$ cat config.mk
export PLATFORM = sky130hd
export DESIGN_NAME = oqpsk_chip_combiner
export DESIGN_NICKNAME = d
export VERILOG_FILES = /design/src/rtl/oqpsk_chip_combiner.sv
export SDC_FILE = /design/constraint.sdc
export NUM_CORES = 1
export LEC_CHECK = 0
export ABC_AREA = 1
export BUFFER_PORTS_ARGS = -buffer_cell sky130_fd_sc_hd__buf_2
export CORE_MARGIN = 2
export CORE_UTILIZATION = 35
export DETAILED_ROUTE_END_ITERATION = 16
export PLACE_DENSITY_LB_ADDON = 0.15
export SYNTH_ARGS = -nofsm -noshare
export SYNTH_HDL_FRONTEND = slang
export SYNTH_SLANG_ARGS = --single-unit
$ cat constraint.sdc
create_clock -name i_CLK -period 2.03 [get_ports i_CLK]
set_clock_uncertainty 0.1 [all_clocks]
set_input_delay 0.203 -clock i_CLK [delete_from_list [all_inputs] [get_ports i_CLK]]
set_output_delay 0.203 -clock i_CLK [all_outputs]
set_load 0.005 [all_outputs]
$ cat src/rtl/oqpsk_chip_combiner.sv
// O-QPSK receive-side chip combiner: samples the I and Q chip streams alternately at
// the end of each half-chip window, rebuilds the serial chip stream and packs it into words.
module oqpsk_chip_combiner #(
  parameter int HALF_PERIOD = 2,
  parameter int WORD_LEN    = 32,
  parameter int CNT_W       = 8
) (
  input  logic                i_CLK,
  input  logic                i_RST,
  input  logic                i_EN,
  input  logic                i_DATA_I,
  input  logic                i_DATA_Q,
  output logic                o_CHIP,
  output logic                o_CHIP_VALID,
  output logic [WORD_LEN-1:0] o_WORD,
  output logic                o_WORD_VALID
);

  typedef enum logic {SEL_I = 1'b0, SEL_Q = 1'b1} sel_e;

  localparam logic [CNT_W-1:0] HP_LAST   = CNT_W'(HALF_PERIOD - 1);
  localparam logic [CNT_W-1:0] WORD_LAST = CNT_W'(WORD_LEN - 1);

  logic [CNT_W-1:0]    div_cnt_q, div_cnt_d;
  logic [CNT_W-1:0]    chip_cnt_q, chip_cnt_d;
  sel_e                sel_q, sel_d;
  // The last chip of a word goes straight into o_WORD, so only WORD_LEN-1 chips are buffered.
  logic [WORD_LEN-2:0] shift_q, shift_d;
  logic                chip_q, chip_d;
  logic                chip_valid_q, chip_valid_d;
  logic [WORD_LEN-1:0] word_q, word_d;
  logic                word_valid_q, word_valid_d;
  logic                sample;

  assign sample = (sel_q == SEL_I) ? i_DATA_I : i_DATA_Q;

  always_comb begin
    // NOTE: every next-state signal gets a default first so no path leaves it unassigned (no latches).
    div_cnt_d    = div_cnt_q;
    chip_cnt_d   = chip_cnt_q;
    sel_d        = sel_q;
    shift_d      = shift_q;
    chip_d       = chip_q;
    word_d       = word_q;
    chip_valid_d = 1'b0;
    word_valid_d = 1'b0;

    if (!i_EN) begin
      // Idle resynchronises the phase and discards any partial word; o_CHIP/o_WORD hold.
      div_cnt_d  = '0;
      chip_cnt_d = '0;
      sel_d      = SEL_I;
      shift_d    = '0;
    end else if (div_cnt_q != HP_LAST) begin
      div_cnt_d = div_cnt_q + CNT_W'(1);
    end else begin
      div_cnt_d    = '0;
      chip_d       = sample;
      chip_valid_d = 1'b1;
      sel_d        = (sel_q == SEL_I) ? SEL_Q : SEL_I;
      if (chip_cnt_q == WORD_LAST) begin
        word_d       = {sample, shift_q};
        word_valid_d = 1'b1;
        chip_cnt_d   = '0;
        shift_d      = '0;
      end else begin
        chip_cnt_d = chip_cnt_q + CNT_W'(1);
        for (int i = 0; i < WORD_LEN - 1; i++) begin
          if (chip_cnt_q == CNT_W'(i)) shift_d[i] = sample;
        end
      end
    end
  end

  // NOTE: sequential state uses non-blocking assignments so all registers update together at the edge.
  always_ff @(posedge i_CLK or negedge i_RST) begin
    if (!i_RST) begin
      div_cnt_q    <= '0;
      chip_cnt_q   <= '0;
      sel_q        <= SEL_I;
      shift_q      <= '0;
      chip_q       <= 1'b0;
      chip_valid_q <= 1'b0;
      word_q       <= '0;
      word_valid_q <= 1'b0;
    end else begin
      div_cnt_q    <= div_cnt_d;
      chip_cnt_q   <= chip_cnt_d;
      sel_q        <= sel_d;
      shift_q      <= shift_d;
      chip_q       <= chip_d;
      chip_valid_q <= chip_valid_d;
      word_q       <= word_d;
      word_valid_q <= word_valid_d;
    end
  end

  assign o_CHIP       = chip_q;
  assign o_CHIP_VALID = chip_valid_q;
  assign o_WORD       = word_q;
  assign o_WORD_VALID = word_valid_q;

endmodule

**Word-level counts from Yosys, hierarchy flattened**

Cells that the tools add are included.
Widths: inputs -> output; s select.

- Input port bits: 5
- Logic and storage cells: 187
- Register bits after elaboration: 83

- Reduce and logical (&&, ||, !) cells: 34
- Bitwise operators: 1
- $add $sub $neg: 2
- Multiplexer cells: 48
- Equal/unequal tests: 64

Operator list:

| cell | count |
|---|---|
| $eq 8x5->1 const B | 16 |
| $mux 31 | 3 |
| $ne 3x1->1 const B | 31 |
| $eq 8x4->1 const B | 8 |
| $reduce_and 2->1 | 32 |
| $mux 1 | 40 |
| $mux 8 | 5 |
| $eq 8x3->1 const B | 4 |
| $add 8x1->8 const B | 2 |
| $eq 8x2->1 const B | 2 |
| $eq 8x1->1 const B | 1 |
| $logic_not 8->1 | 1 |
| $ne 8x1->1 const B | 1 |
| $reduce_and 3->1 | 1 |
| $ne 2x2->1 const B | 1 |
| $not 1->1 | 1 |

**Logic depth before layout (Yosys ltp)**

- Word-level depth: 5
- Mapped depth: 10
- Gate-level depth less buffers: 9

**Worst setup path after synthesis**

Ideal clock, no wire load.

- Path kind: register -> register
- From: register chip_cnt_q[0]
- To: register shift_q[0]
- Stages on the path, launching flop included: 10
- Path buffers: 1
- Slack: 0.404 ns
- Data arrival time: 1.461 ns
- Setup time: 0.065 ns
- Required time: 1.865 ns
- Cell sequence: dfrtp_1 > ha_1 > inv_1 > nor2_4 > nand2_4 > nand2_1 > nor2_2 > buf_2 > nand3_1 > nand2_1

- Cells in the longest elaborated chain, start to end: 4
- Elaborated cells on any way between the ends: 7

RTL lines:

| item | line | source |
|---|---|---|
| from (decl) | 25 | `logic [CNT_W-1:0] chip_cnt_q, chip_cnt_d;` |
| from (signal assigned) | 88 | `chip_cnt_q <= chip_cnt_d;` |
| $eq 8x5->1 | 61 | `if (chip_cnt_q == WORD_LAST) begin` |
| $mux 31 | 61 |  |
| $mux 31 | 54 | `end else if (div_cnt_q != HP_LAST) begin` |
| $mux 31 | 48 | `if (!i_EN) begin` |
| to (signal assigned) | 90 | `shift_q <= shift_d;` |
| to (decl) | 28 | `logic [WORD_LEN-2:0] shift_q, shift_d;` |

Several ways; a longest one is shown, not always the timed one. The select of a mux whose other input is x is not followed.
A chain may end at the register's enable or synchronous reset.

**Final worst setup path**

- From: register chip_cnt_q[1]
- To: register shift_q[8]

The elaborated chain is that of the path after synthesis.

==> flow_summary.ini <==
[sta]
hold_viol = 0
setup_viol_count_final = 0
min_period_over_period = 0.914
setup_tns_ps = 0
layout_setup_ws_ps = 174
clock.fmax_mhz = 539
period_needed_ps = 1860
timing.hold.ws_ps = 70.8
slew_violations = 0
slew_headroom = 0.657
tightest_slew_ps = 514
rsz0062_at_grt = no

[finish]
layout_commonest_cell = nand2_1
layout_common_cells = nand2_1, dfrtp_1, nand3_1
layout.nets = 582
area_growth_pct = 16.6
design_area_mm2 = 0.00478
final_util = 0.418
drive_above_1_share = 0.141
diodes = 0

[clocking]
cts_sinks = 83
cts_max_level = 3
clkTransAtPathRegs_ps = 60
cts_buffer_depth = 2
cts_tree = yes
clkLatencyLatePin_ps = 340
cts_root_buffer = clkbuf_16
cts_made_buffers = 9

[logic_synthesis]
ys_ff_latch = 83
seq_area_frac_synth = 0.507
yosysWarnings = 0
synthTopCellsByArea = dfrtp_1, nand2_1, nand3_1, nor2_1, inv_1
synth_top_cell_by_area = dfrtp_1
synthCells = 533
synth_top_area_frac = 0.507
synth_nets = 544
syn_area_mm2 = 0.00410
syn_area_per_cell_um2 = 7.69
netlist-cell-type-count = 23

[power]
p_leak_nw = 2.70
p_int_mw = 2.99
power.share.switching = 0.257
p_seq_frac = 0.471
power.share.clock = 0.411
p_per_area_mw_per_mm2 = 841
ir_worst_vdd_mv = 0.594
p_sw_mw = 1.03
combPwrFrac = 0.118

[setup_path]
cpPeakStageDelay_ps = 420
cp_cell_sequence = ha_1 > inv_2 > nor2_4 > nand2_4 > nand2_1 > nor2_2 > buf_12 > nand3_1 > nand2_1
crit_required_ps = 2210
cp-end-kind = flop
r2r_end = shift_q[8]
r2r-start = chip_cnt_q[1]
cp_common_cell = nand2_1
path_class = flop to flop
critPathLaunchType = flop
worstPathMaxFanout = 31
worstPathArrival_ps = 2040
r2r_cells = 9
cpMaxStageDelayCell = dfrtp_1
worst-r2r-setup-slack_ps = 170

[grt]
first_global_vias = 3270
grt_antenna_before_repair = 0
grt_max_degree = 38
gr-usage-all-layers = 0.154
grt_first_pass_wirelength_mm = 15.5
grt_overflow = 0

[floorplan]
die_x_um = 112
die-area_mm2 = 0.0126
initial_utilization = 0.359
placementRows = 39
num_io_pins = 40
core_mm2 = 0.0114
die_y_um = 112

[job]
max_cap_violations = 0

[route]
vias = 3372
vias_per_cell = 4.69
drc = 0
first_pass_iters = 4
wl_per_cell_um = 12.3
finalWirelength_mm = 8.84
drt_iter0_drc = 197
drtAntennaViolNets = 0

[min_path]
hold_path_startpoint = i_EN
min_to = chip_cnt_q[5]
hold_path_depth = 3
min_path_type = input port to flop

[placement]
dp_hpwl_mm = 6.38
portBuffers = 39
gp_congestion = 0.842
place_ws_ps = 48.9
dpl-instance-area_mm2 = 0.00445

[status]
status = finished clean
layer usage:
metal	wire (µm)	GRT usage
met5	0	0
met4	188	0.0691
met3	299	0.0394
met2	4230	0.253
met1	4120	0.192
synth_stat cells (all sizes together):
library cell  number
nor4               1
nand4              4
ha                 6
inv               29
buf               25
a21oi              3
nand2            255
nand3             73
xor2               3
nor2              37
o21bai             1
nor3               2
dfrtp             83
o21ai             11
repair_timing:
| action | in CTS | in global routing |
|---|---|---|
| endpoints found under the hold margin | 35 | 0 |
| hold buffers | 1 | 0 |
| setup endpoints to repair | 0 | 58 |
| buffers inserted | 0 | 0 |
| gates resized for setup | 0 | 5 |
critical path, delay by kind of cell, from the launching register on:
family / cells / cell delay [ps]
adders and majority gates: 1 / 280
buffers and inverters: 2 / 330
DFF: 1 / 420
and+or+nand+nor: 6 / 650
power groups by stage:
stage                     Sequential, mW  Clock, mW  Combinational [mW]
after global placement              1.92          0               0.473
after detailed placement            1.92          0               0.481
after floorplan                     1.90          0               0.332
after global routing                1.91       1.78               0.556
final                               1.89       1.65               0.473
after CTS                           1.90       1.71               0.485
logic make-up (layout without fill, tap and decap cells):
group / Yosys count / after routing / synth area share
simple gates: 372 / 372 / 0.384
xor+xnor: 3 / 3 / 0.00641
fa+ha+maj: 6 / 6 / 0.0183
flops: 83 / 83 / 0.507
compound gates: 15 / 15 / 0.0189
buf+inv: 54 / 97 / 0.0660
flip-flops by register name, indices dropped and copies added (netlist names):
register      count
o_WORD           32
o_WORD_VALID      1
shift_q          31
div_cnt_q         8
o_CHIP_VALID      1
o_CHIP            1
chip_cnt_q        8
sel_q             1
worst max-delay path by stage:
stage | from | to | slack [ps] | cells past startpoint
5_1_grt | chip_cnt_q[1] | shift_q[28] | 20 | 9
4_1_cts | chip_cnt_q[1] | o_WORD[31] | 30 | 8
2_1_floorplan | chip_cnt_q[0] | shift_q[0] | 400 | 9
3_3_place_gp | chip_cnt_q[0] | o_WORD[3] | 130 | 8
6_report | chip_cnt_q[1] | shift_q[8] | 170 | 9
3_5_place_dp | chip_cnt_q[1] | o_WORD[31] | 50 | 8
metrics by stage:
step	total power, mW	instances
3_3_place_gp	2.39	702
4_1_cts	4.09	719
2_1_floorplan	2.23	533
5_1_grt	4.25	719
6_report	4.02	719
3_5_place_dp	2.41	702
area by class of cell:
| cell class | count | area (µm²) |
|---|---|---|
| fillers | 1197 | 6640 |
| flip-flops and latches | 83 | 2080 |
| multi-input cells | 396 | 1750 |
| repair buffers | 52 | 355 |
| clock buffers | 12 | 256 |
| well taps | 143 | 179 |
| inverters | 29 | 111 |
| clock inverters | 4 | 48.8 |
(Power assumes the default switching activity.)
